--- config.mk ---
export PLATFORM = sky130hd
export DESIGN_NAME = piezo_alarm_gen
export DESIGN_NICKNAME = d
export VERILOG_FILES = /design/src/rtl/piezo_alarm_gen.sv
export SDC_FILE = /design/constraint.sdc
export NUM_CORES = 1
export LEC_CHECK = 0
export ABC_AREA = 1
export CORE_MARGIN = 4
export CORE_UTILIZATION = 48
export DETAILED_ROUTE_END_ITERATION = 8
export PLACE_DENSITY = 0.81
export SYNTH_ARGS = -nofsm -noshare
export SYNTH_HDL_FRONTEND = slang
export SYNTH_SLANG_ARGS = --single-unit
--- constraint.sdc ---
create_clock -name clk -period 2.37 [get_ports clk]
set_input_delay 0.5925 -clock clk [delete_from_list [all_inputs] [get_ports clk]]
set_output_delay 0.5925 -clock clk [all_outputs]
set_load 0.05 [all_outputs]
--- src/rtl/piezo_alarm_gen.sv ---
// Parametrised N-channel piezo alarm sequencer.
// Picks the highest-index active request. It plays that channel's square-wave tone, gated by
// an on/off cadence, on a differential piezo pair. A saturating hold timer tracks how long
// alarms have been continuously active.
// Optional build macro: PIEZO_MUTE_EN adds a 'mute' input that silences both legs while the
// sequencer keeps running underneath.

`timescale 1ns/1ps

module piezo_alarm_gen #(
  parameter int unsigned NUM_ALM   = 3,
  parameter int unsigned TONE_W    = 16,
  parameter int unsigned CAD_W     = 12,
  parameter int unsigned TICK_DIV  = 50000,
  parameter int unsigned TMR_TICKS = 1500,
  parameter bit          FAST_SIM  = 1'b0,
  localparam int unsigned IdW      = (NUM_ALM > 1) ? $clog2(NUM_ALM) : 1
) (
  input  logic                      clk,
  input  logic                      rst_n,
  input  logic [NUM_ALM-1:0]        alarm_req,
  input  logic [NUM_ALM*TONE_W-1:0] tone_half,
  input  logic [NUM_ALM*CAD_W-1:0]  on_ticks,
  input  logic [NUM_ALM*CAD_W-1:0]  off_ticks,
  input  logic                      tmr_clr,
`ifdef PIEZO_MUTE_EN
  input  logic                      mute,
`endif
  output logic                      piezo,
  output logic                      piezo_n,
  output logic [IdW-1:0]            active_id,
  output logic                      tmr_full
);

  // Simulation shortcut shrinks both the tick divider and the hold threshold.
  localparam int unsigned Div = FAST_SIM ? 32'd16 : TICK_DIV;
  localparam int unsigned Tmr = FAST_SIM ? 32'd64 : TMR_TICKS;
  localparam int unsigned PW  = (Div > 1) ? $clog2(Div) : 1;
  localparam int unsigned HW  = $clog2(Tmr + 1);

  typedef enum logic [1:0] {
    StIdle = 2'd0,
    StOn   = 2'd1,
    StOff  = 2'd2
  } state_e;

  state_e            state_q, state_d;
  logic [IdW-1:0]    sel_q, sel_d;
  logic [CAD_W-1:0]  cad_q, cad_d;
  logic [TONE_W-1:0] tone_q, tone_d;
  logic              phase_q, phase_d;
  logic [PW-1:0]     presc_q, presc_d;
  logic [HW-1:0]     hold_q, hold_d;

  logic              piezo_d, piezo_n_d, tmr_full_d;
  logic [IdW-1:0]    active_id_d;

  logic              tick;
  logic              any;
  logic [IdW-1:0]    sel;

  // Per-channel configuration fields unpacked for indexed access.
  logic [TONE_W-1:0] tone_arr [NUM_ALM];
  logic [CAD_W-1:0]  on_arr   [NUM_ALM];
  logic [CAD_W-1:0]  off_arr  [NUM_ALM];

  for (genvar g = 0; g < NUM_ALM; g++) begin : g_unpack
    assign tone_arr[g] = tone_half[g*TONE_W +: TONE_W];
    assign on_arr[g]   = on_ticks[g*CAD_W +: CAD_W];
    assign off_arr[g]  = off_ticks[g*CAD_W +: CAD_W];
  end

  // Values of the newly selected channel (used on start/restart).
  logic [TONE_W-1:0] new_tone;
  logic [CAD_W-1:0]  new_on;
  // Values of the latched channel (used on cadence reloads).
  logic [TONE_W-1:0] cur_tone;
  logic [CAD_W-1:0]  cur_on;
  logic [CAD_W-1:0]  cur_off;

  assign new_tone = tone_arr[sel];
  assign new_on   = on_arr[sel];
  assign cur_tone = tone_arr[sel_q];
  assign cur_on   = on_arr[sel_q];
  assign cur_off  = off_arr[sel_q];

  assign any  = |alarm_req;
  assign tick = (presc_q == PW'(Div - 1));

  // Priority encoder: the highest set request bit wins.
  always_comb begin
    sel = '0;
    for (int unsigned i = 0; i < NUM_ALM; i++) begin
      if (alarm_req[i]) begin
        sel = IdW'(i);
      end
    end
  end

  // Free-running cadence prescaler, cleared only by reset.
  always_comb begin
    presc_d = tick ? '0 : presc_q + 1'b1;
  end

  // Sequencer next state: channel select, tone generator and cadence counter.
  always_comb begin
    state_d = state_q;
    sel_d   = sel_q;
    cad_d   = cad_q;
    tone_d  = tone_q;
    phase_d = phase_q;

    if (!any) begin
      state_d = StIdle;
      sel_d   = '0;
      cad_d   = '0;
      tone_d  = '0;
      phase_d = 1'b0;
    end else if ((state_q == StIdle) || (sel != sel_q)) begin
      // Fresh start or priority change: restart on the winning channel.
      sel_d   = sel;
      tone_d  = new_tone;
      phase_d = 1'b1;
      if (new_on == '0) begin
        // Silent channel: park in OFF until its ON length becomes non-zero.
        state_d = StOff;
        cad_d   = '0;
      end else begin
        state_d = StOn;
        cad_d   = new_on;
      end
    end else begin
      unique case (state_q)
        StOn: begin
          if (tone_q == '0) begin
            tone_d  = cur_tone;
            phase_d = ~phase_q;
          end else begin
            tone_d = tone_q - 1'b1;
          end
          if (tick) begin
            if (cad_q <= CAD_W'(1)) begin
              if (cur_off != '0) begin
                state_d = StOff;
                cad_d   = cur_off;
              end else if (cur_on != '0) begin
                // Zero OFF length: continuous tone, tone phase runs on uninterrupted.
                cad_d = cur_on;
              end else begin
                state_d = StOff;
                cad_d   = '0;
              end
            end else begin
              cad_d = cad_q - 1'b1;
            end
          end
        end
        StOff: begin
          if (tick) begin
            if (cad_q <= CAD_W'(1)) begin
              if (cur_on != '0) begin
                state_d = StOn;
                cad_d   = cur_on;
                tone_d  = cur_tone;
                phase_d = 1'b1;
              end else begin
                cad_d = '0;
              end
            end else begin
              cad_d = cad_q - 1'b1;
            end
          end
        end
        default: begin
          state_d = StIdle;
        end
      endcase
    end
  end

  // Hold timer: counts ticks of continuous activity; a clear beats a coincident tick.
  always_comb begin
    hold_d = hold_q;
    if (!any || tmr_clr) begin
      hold_d = '0;
    end else if (tick && (hold_q != HW'(Tmr))) begin
      hold_d = hold_q + 1'b1;
    end
    tmr_full_d = (hold_d == HW'(Tmr));
  end

  // Output decode from next state so every output is a plain register.
  always_comb begin
    piezo_d   = 1'b0;
    piezo_n_d = 1'b0;
    unique case (state_d)
      StOn: begin
        piezo_d   = phase_d;
        piezo_n_d = ~phase_d;
      end
      StOff: begin
        piezo_n_d = 1'b1;
      end
      default: begin
        piezo_d   = 1'b0;
        piezo_n_d = 1'b0;
      end
    endcase
`ifdef PIEZO_MUTE_EN
    if (mute) begin
      piezo_d   = 1'b0;
      piezo_n_d = 1'b0;
    end
`endif
    active_id_d = (state_d == StIdle) ? '0 : sel_d;
  end

  // Sequencer, prescaler and hold-timer state registers.
  always_ff @(posedge clk or negedge rst_n) begin
    if (!rst_n) begin
      state_q <= StIdle;
      sel_q   <= '0;
      cad_q   <= '0;
      tone_q  <= '0;
      phase_q <= 1'b0;
      presc_q <= '0;
      hold_q  <= '0;
    end else begin
      state_q <= state_d;
      sel_q   <= sel_d;
      cad_q   <= cad_d;
      tone_q  <= tone_d;
      phase_q <= phase_d;
      presc_q <= presc_d;
      hold_q  <= hold_d;
    end
  end

  // Registered outputs.
  always_ff @(posedge clk or negedge rst_n) begin
    if (!rst_n) begin
      piezo     <= 1'b0;
      piezo_n   <= 1'b0;
      active_id <= '0;
      tmr_full  <= 1'b0;
    end else begin
      piezo     <= piezo_d;
      piezo_n   <= piezo_n_d;
      active_id <= active_id_d;
      tmr_full  <= tmr_full_d;
    end
  end

endmodule

==> impl_metrics.ini, run 1 <==
[setup_path]
critPathRequiredTime_ns = 2.60
crit_type = reg -> reg
startpoint = sel_q[0]
path_max_fanout = 14
cp.arrival_ns = 2.69
timing.rr.start = sel_q[0]
startpoint_type = flip-flop
cp-end-kind = flip-flop

[sta]
period_share = 1.04
period_minus_slack_ns = 2.46
setup_viol = 17
slew_headroom = 0.585
slew_viol_final = 0
finalWorstSetupSlack_ns = -0.0929
tightest_slew_ns = 0.622
fmax_mhz = 406
hold_violations = 0
holdWs_ns = 0.261
rsz0062_at_grt = yes
fin_skew_ns = 0.00781

[synthesis]
synth_compound_area_frac = 0.181
synth_cell_types = 45
synth_seq_cells = 65
ys.flop_type = dfrtp_1
syn_avg_cell_area_um2 = 6.05
synthesis.nets = 1149
synth_xor_area_frac = 0.0343
synth_area_um2 = 6120
yosys.area_share.adder = 0.0245
synth-simple-area-share = 0.371
ys_async_sr_fraction = 1.00
synth-edff-count = 0
yosysSeqAreaShare = 0.266
synthMuxAreaShare = 0
synth-warning-count = 0
synth_cells = 1011
synth_top_family_by_area = simple AND/OR/NAND/NOR gates

[clock_tree]
root_buffer = clkbuf_16
cts_max_level = 3
clk_latency_ns = 0.34
cts_buffer_depth = 2
clock_sinks = 65
cts_inserted_buffers = 9
ctsHoldBuffers = 0
clk_pin_slew_ns = 0.06
cts_tree = yes

[die]
io_pins = 131
die_w_um = 121
die_y_um = 121
core_area_um2 = 12300
dieArea_um2 = 14600
start_util = 0.499
num_rows = 40

[placed_design]
gp_routability_congestion = 0.942
hpwl_um = 16800
place_area_um2 = 8470
dp_slack_ns = -0.663
portBuffers = 130

[route]
via_per_inst = 5.72
vias = 8279
postRouteAntennaNets = 0
wl_per_cell_um = 16.5
route.detailed.drc = 0
wl_um = 23900
dr.pass1.iters = 5
drt_iter0_drc = 922

[layout]
final_cell_mix = nand2_1, nor2_1, buf_4
stdcell_area_um2 = 9520
drive_gt1_frac = 0.235
syn2layout_area_growth_pct = 55.6
diodes = 0
final_common_cell = nand2_1
final_nets = 1412

[power]
finalPower_uw = 4660
max-vdd-ir-drop_mv = 0.332
powerDensity_nw_per_um2 = 490
power_leakage_uw = 0.00465

[outcome]
violations = negative setup slack
status = finished, violations left

[global_routing]
grt_pass1_vias = 7463
antenna_found_initial = 0
grt.overflow.total = 0
grt_max_degree = 30
grt_first_pass_wirelength_um = 35000
grt.total_usage = 0.296

[min_path]
min_path_type = in -> async

[run]
max_cap_violations = 0
metrics by stage:
step	instances	setup TNS, ns	util
after CTS	1429	-0.0349	0.728
final	1447	-0.853	0.777
after global routing	1447	-4.17	0.777
after floorplan	1011	0	-
after detailed placement	1405	-15.12	0.691
after global placement	1405	-13.55	0.691
report_power, final:
group	leakage [µW]	switching (µW)	internal [µW]	total (µW)
sequential	0.000819	187	1260	1450
combinational	0.00370	1060	893	1960
clock	0.000128	544	714	1260
area by class of cell:
cell class              count  area, µm²
multi-input cells         770       4210
clock buffers               9        225
repair buffers            288       2650
well taps                 168        210
inverters                 139        543
fillers                   829       2740
clock inverters             7       53.8
flip-flops and latches     65       1630
repair inverters            1       7.51
path summary, 6_finish.rpt:
kind,end,slack (ns),cells past startpoint
max,piezo_n,-0.09,18
min,tone_q[12],0.26,1
max reg2reg,piezo_n,-0.09,18
min reg2reg,presc_q[0],0.46,1
max in group asynchronous,hold_q[9],1.45,2
min in group clk,presc_q[0],0.46,1
routing by layer:
layer	vias up	global-route usage	wire length (µm)
met3	144	0.0597	2150
met1	3800	0.363	9110
met5	-	0	0
met4	0	0.110	1260
met2	530	0.511	11400
li1	3805	-	-
cells in the mapped netlist (2+ instances only):
cell,number,area [µm²]
buf_2,7,35.0
o22ai_1,14,87.6
a32oi_1,2,17.5
xor2_1,17,149
o21ai_1,14,70.1
o211ai_2,2,25.0
a21oi_2,2,17.5
xnor2_1,7,61.3
nand3_1,67,335
nand2_4,2,22.5
or2_2,3,18.8
inv_1,130,488
nand2_1,251,942
dfrtp_1,65,1630
nor2_1,160,601
o21a_1,2,15.0
nor2_2,4,25.0
or2_1,3,18.8
buf_4,7,52.6
o31ai_1,3,22.5
nand4_1,10,62.6
o21ai_0,86,430
a22oi_1,8,60.1
nor4_1,9,56.3
a31oi_1,3,18.8
inv_2,8,30.0
a211oi_1,2,15.0
buf_6,7,78.8
nand2_2,4,25.0
o221ai_1,4,35.0
a21oi_1,42,210
nor2_4,2,22.5
o211ai_1,6,45.0
nor3_1,21,105
buf_1,5,18.8
ha_1,12,150
clkbuf_1,12,45.0
flip-flops by register name (all words and copies together), names as in the netlist:
name	count
active_id	2
cad_q	12
tmr_full	1
tone_q	16
piezo	1
piezo_n	1
hold_q	11
phase_q	1
state_q	2
sel_q	2
presc_q	16
critical path, stage by stage (launching register included):
cell and delay (ns):
dfrtp_1 0.40, buf_6 0.16, buf_6 0.15, nor2_1 0.12, nor2_1 0.05, a21oi_1 0.23
nand2_1 0.11, nor2_1 0.14, nand2_2 0.10, nand2_2 0.09, nand2_1 0.06, nand2_1 0.07
nand2_1 0.07, nand2_1 0.07, nand2_2 0.07, nand2_2 0.09, inv_2 0.06, ha_4 0.27
a21oi_2 0.03
cells by family after synthesis:
| logic type | count (synthesis) |
|---|---|
| simple gates | 539 |
| compound gates | 194 |
| buf+inv | 177 |
| flops | 65 |
| xor+xnor | 24 |
| fa+ha+maj | 12 |
timing repair:
action,CTS,global route
endpoints found under the hold margin,0,0
gates resized for setup,38,120
gates cloned,1,3
pin swaps,28,50
endpoints found under the setup margin,27,35
setup buffers,8,17
No activity file was read; power rests on OpenSTA's default activity.
==> run 2: changes to the inputs <==
--- a/config.mk
+++ b/config.mk
@@ -13,3 +13,4 @@
 export SYNTH_ARGS = -nofsm -noshare
 export SYNTH_HDL_FRONTEND = slang
 export SYNTH_SLANG_ARGS = --single-unit
+export TNS_END_PERCENT = 5
==> run 2 against run 1 <==
Effect of this change:
- the flow still finishes with violations (negative setup slack)
- critical path depth grew 1
- utilization shrank 2.6 points
- cell count shrank 0.48%
- count of clock-buffer cells in the layout is the same
- final area shrank 3.4%
- die area is the same
- global-route usage shrank 0.25 points
- critical endpoint unchanged
- largest cell class unchanged
==> impl_metrics.ini, run 2 (synthesized netlist as in run 1, its figures left out) <==
[die]
io_pins = 131
num_rows = 40
start_util = 0.499
die_w_um = 121
core_area_um2 = 12300
dieArea_um2 = 14600
die_y_um = 121

[clock_tree]
clock_sinks = 65
cts_tree = yes
cts_max_level = 3
clk_pin_slew_ns = 0.06
cts_buffer_depth = 2
cts_inserted_buffers = 9
root_buffer = clkbuf_16
ctsHoldBuffers = 0
clk_latency_ns = 0.34

[setup_path]
cp-end-kind = flip-flop
path_max_fanout = 8
slowest_stage = dfrtp_1
reg2reg_to = piezo_n
timing.rr.start = sel_q[0]
startpoint_type = flip-flop
crit_type = reg -> reg
cp_cell_sequence = buf_6, buf_6, or2_4, o211ai_2, nand2_2, nor2_1, nand2_1, nor2_1, nand2_1, nand2_1, nand2_1, nand2_1, nand2_1, nand2_2, nand2_2, buf_6, ha_4, inv_2, a21oi_2
ff2ff_path_depth = 19
critPathRequiredTime_ns = 2.60
critPathBufInv = 4
critPathTopFamily = simple AND/OR/NAND/NOR gates
cp.arrival_ns = 2.66
crit_top_cell = nand2_1
rrSetupSlack_ns = -0.06
cpPeakStageDelay_ns = 0.40

[global_routing]
grt_max_degree = 30
grt_pass1_vias = 7414
grt.total_usage = 0.293
grt.overflow.total = 0
grt_first_pass_wirelength_um = 34800
antenna_found_initial = 0

[layout]
final_cell_mix = nand2_1, nor2_1, buf_4
fillerInstances = 905
fin_util = 0.750
seq_area_um2 = 1630
multiInputGateArea_um2 = 3990
top_regs = presc_q x16, tone_q x16, cad_q x12
final_common_cell = nand2_1
drive_gt1_frac = 0.193
final_nets = 1404
syn2layout_area_growth_pct = 50.3
layout.cells.non_filler = 1440

[sta]
fmax_mhz = 411
rsz0062_at_grt = yes
hold_violations = 0
slew_viol_final = 0
slew_headroom = 0.600
period_minus_slack_ns = 2.43
period_share = 1.03
fin_skew_ns = 0.00752
tightest_slew_ns = 0.600
setup_viol = 10
finalWorstSetupSlack_ns = -0.0635

[route]
dr.pass1.iters = 6
postRouteAntennaNets = 0
vias = 7910
drt_iter0_drc = 768
wl_per_cell_um = 15.6
wl_um = 22500
route.detailed.drc = 0
via_per_inst = 5.49

[placed_design]
dp_slack_ns = -0.663
hpwl_um = 16800
portBuffers = 130
dp_cells = 1405
gp_routability_congestion = 0.942

[power]
power_leakage_uw = 0.00455
swShare = 0.376
clkPwrFrac = 0.277
p_switching_uw = 1700
max-vdd-ir-drop_mv = 0.346
internal_power_uw = 2820
pwr-share-comb = 0.405
powerDensity_nw_per_um2 = 492
p_seq_frac = 0.319

[outcome]
status = finished, violations left
violations = negative setup slack

[min_path]
min_path_type = in -> async

[run]
max_cap_violations = 0
[run 2: changes by cell type in the layout (fill, tap and decap cells not counted), moves of 6 or more]
cell | before | now
nand3_1 | 51 | 61
nand2_4 | 10 | 4
o21ai_0 | 74 | 81
nand3_2 | 16 | 7
nand2_1 | 225 | 240
nand2_2 | 22 | 13
[run 2: worst max path at each step]
stage | end | cells past startpoint | startpoint
floorplan | piezo_n | 15 | alarm_req[2]
global placement | piezo_n | 15 | alarm_req[2]
detailed placement | piezo_n | 15 | alarm_req[2]
CTS | piezo_n | 19 | sel_q[0]
global route | tone_q[5] | 16 | sel_q[0]
finish | piezo_n | 19 | sel_q[0]
[run 2: through the flow]
| stage | instance area [µm²] | power (µW) | hold WS (ns) | setup TNS (ns) |
|---|---|---|---|---|
| 2_1_floorplan | 6130 | 2340 | 0.297 | 0 |
| 3_3_place_gp | 8470 | 3070 | 0.447 | -13.55 |
| 3_5_place_dp | 8470 | 3100 | 0.454 | -15.12 |
| 4_1_cts | 8900 | 4410 | 0.258 | -0.106 |
| 5_1_grt | 9200 | 4770 | 0.291 | -3.93 |
| 6_report | 9200 | 4530 | 0.252 | -0.310 |
[run 2: cell type report]
cell class | count | area share
Multi-Input combinational cell | 770 | 0.433
Timing Repair Buffer | 281 | 0.279
Sequential cell | 65 | 0.177
Inverter | 139 | 0.0579
Clock buffer | 9 | 0.0245
Tap cell | 168 | 0.0228
Clock inverter | 7 | 0.00585
Antenna cell | 1 | 0.000272
[run 2: metal layers]
layer	routed length (µm)	GRT usage
met1	8960	0.361
met2	10700	0.508
met3	1880	0.0550
met4	879	0.110
met5	0	0
[run 2: worst reg2reg max path, delay by kind of cell (launching register included)]
kind	cells	cell delay, ns
AND/OR/NAND/NOR	12	1.19
AO/OA/AOI/OAI	2	0.13
buffers and inverters	4	0.46
flip-flops	1	0.40
adder cells (fa/ha/maj)	1	0.15
[run 2: repair_timing]
item,in CTS,in global routing
gates cloned,0,2
setup buffers,8,10
pin swaps,23,35
gates resized for setup,31,57
setup endpoints to repair,27,35
[run 2: power by group through the flow]
stage / combinational (µW) / clock [µW] / sequential, µW
6_report: 1830 / 1250 / 1440
5_1_grt: 2000 / 1310 / 1470
4_1_cts: 1710 / 1270 / 1430
3_5_place_dp: 1660 / 0 / 1440
3_3_place_gp: 1630 / 0 / 1440
2_1_floorplan: 903 / 0 / 1440
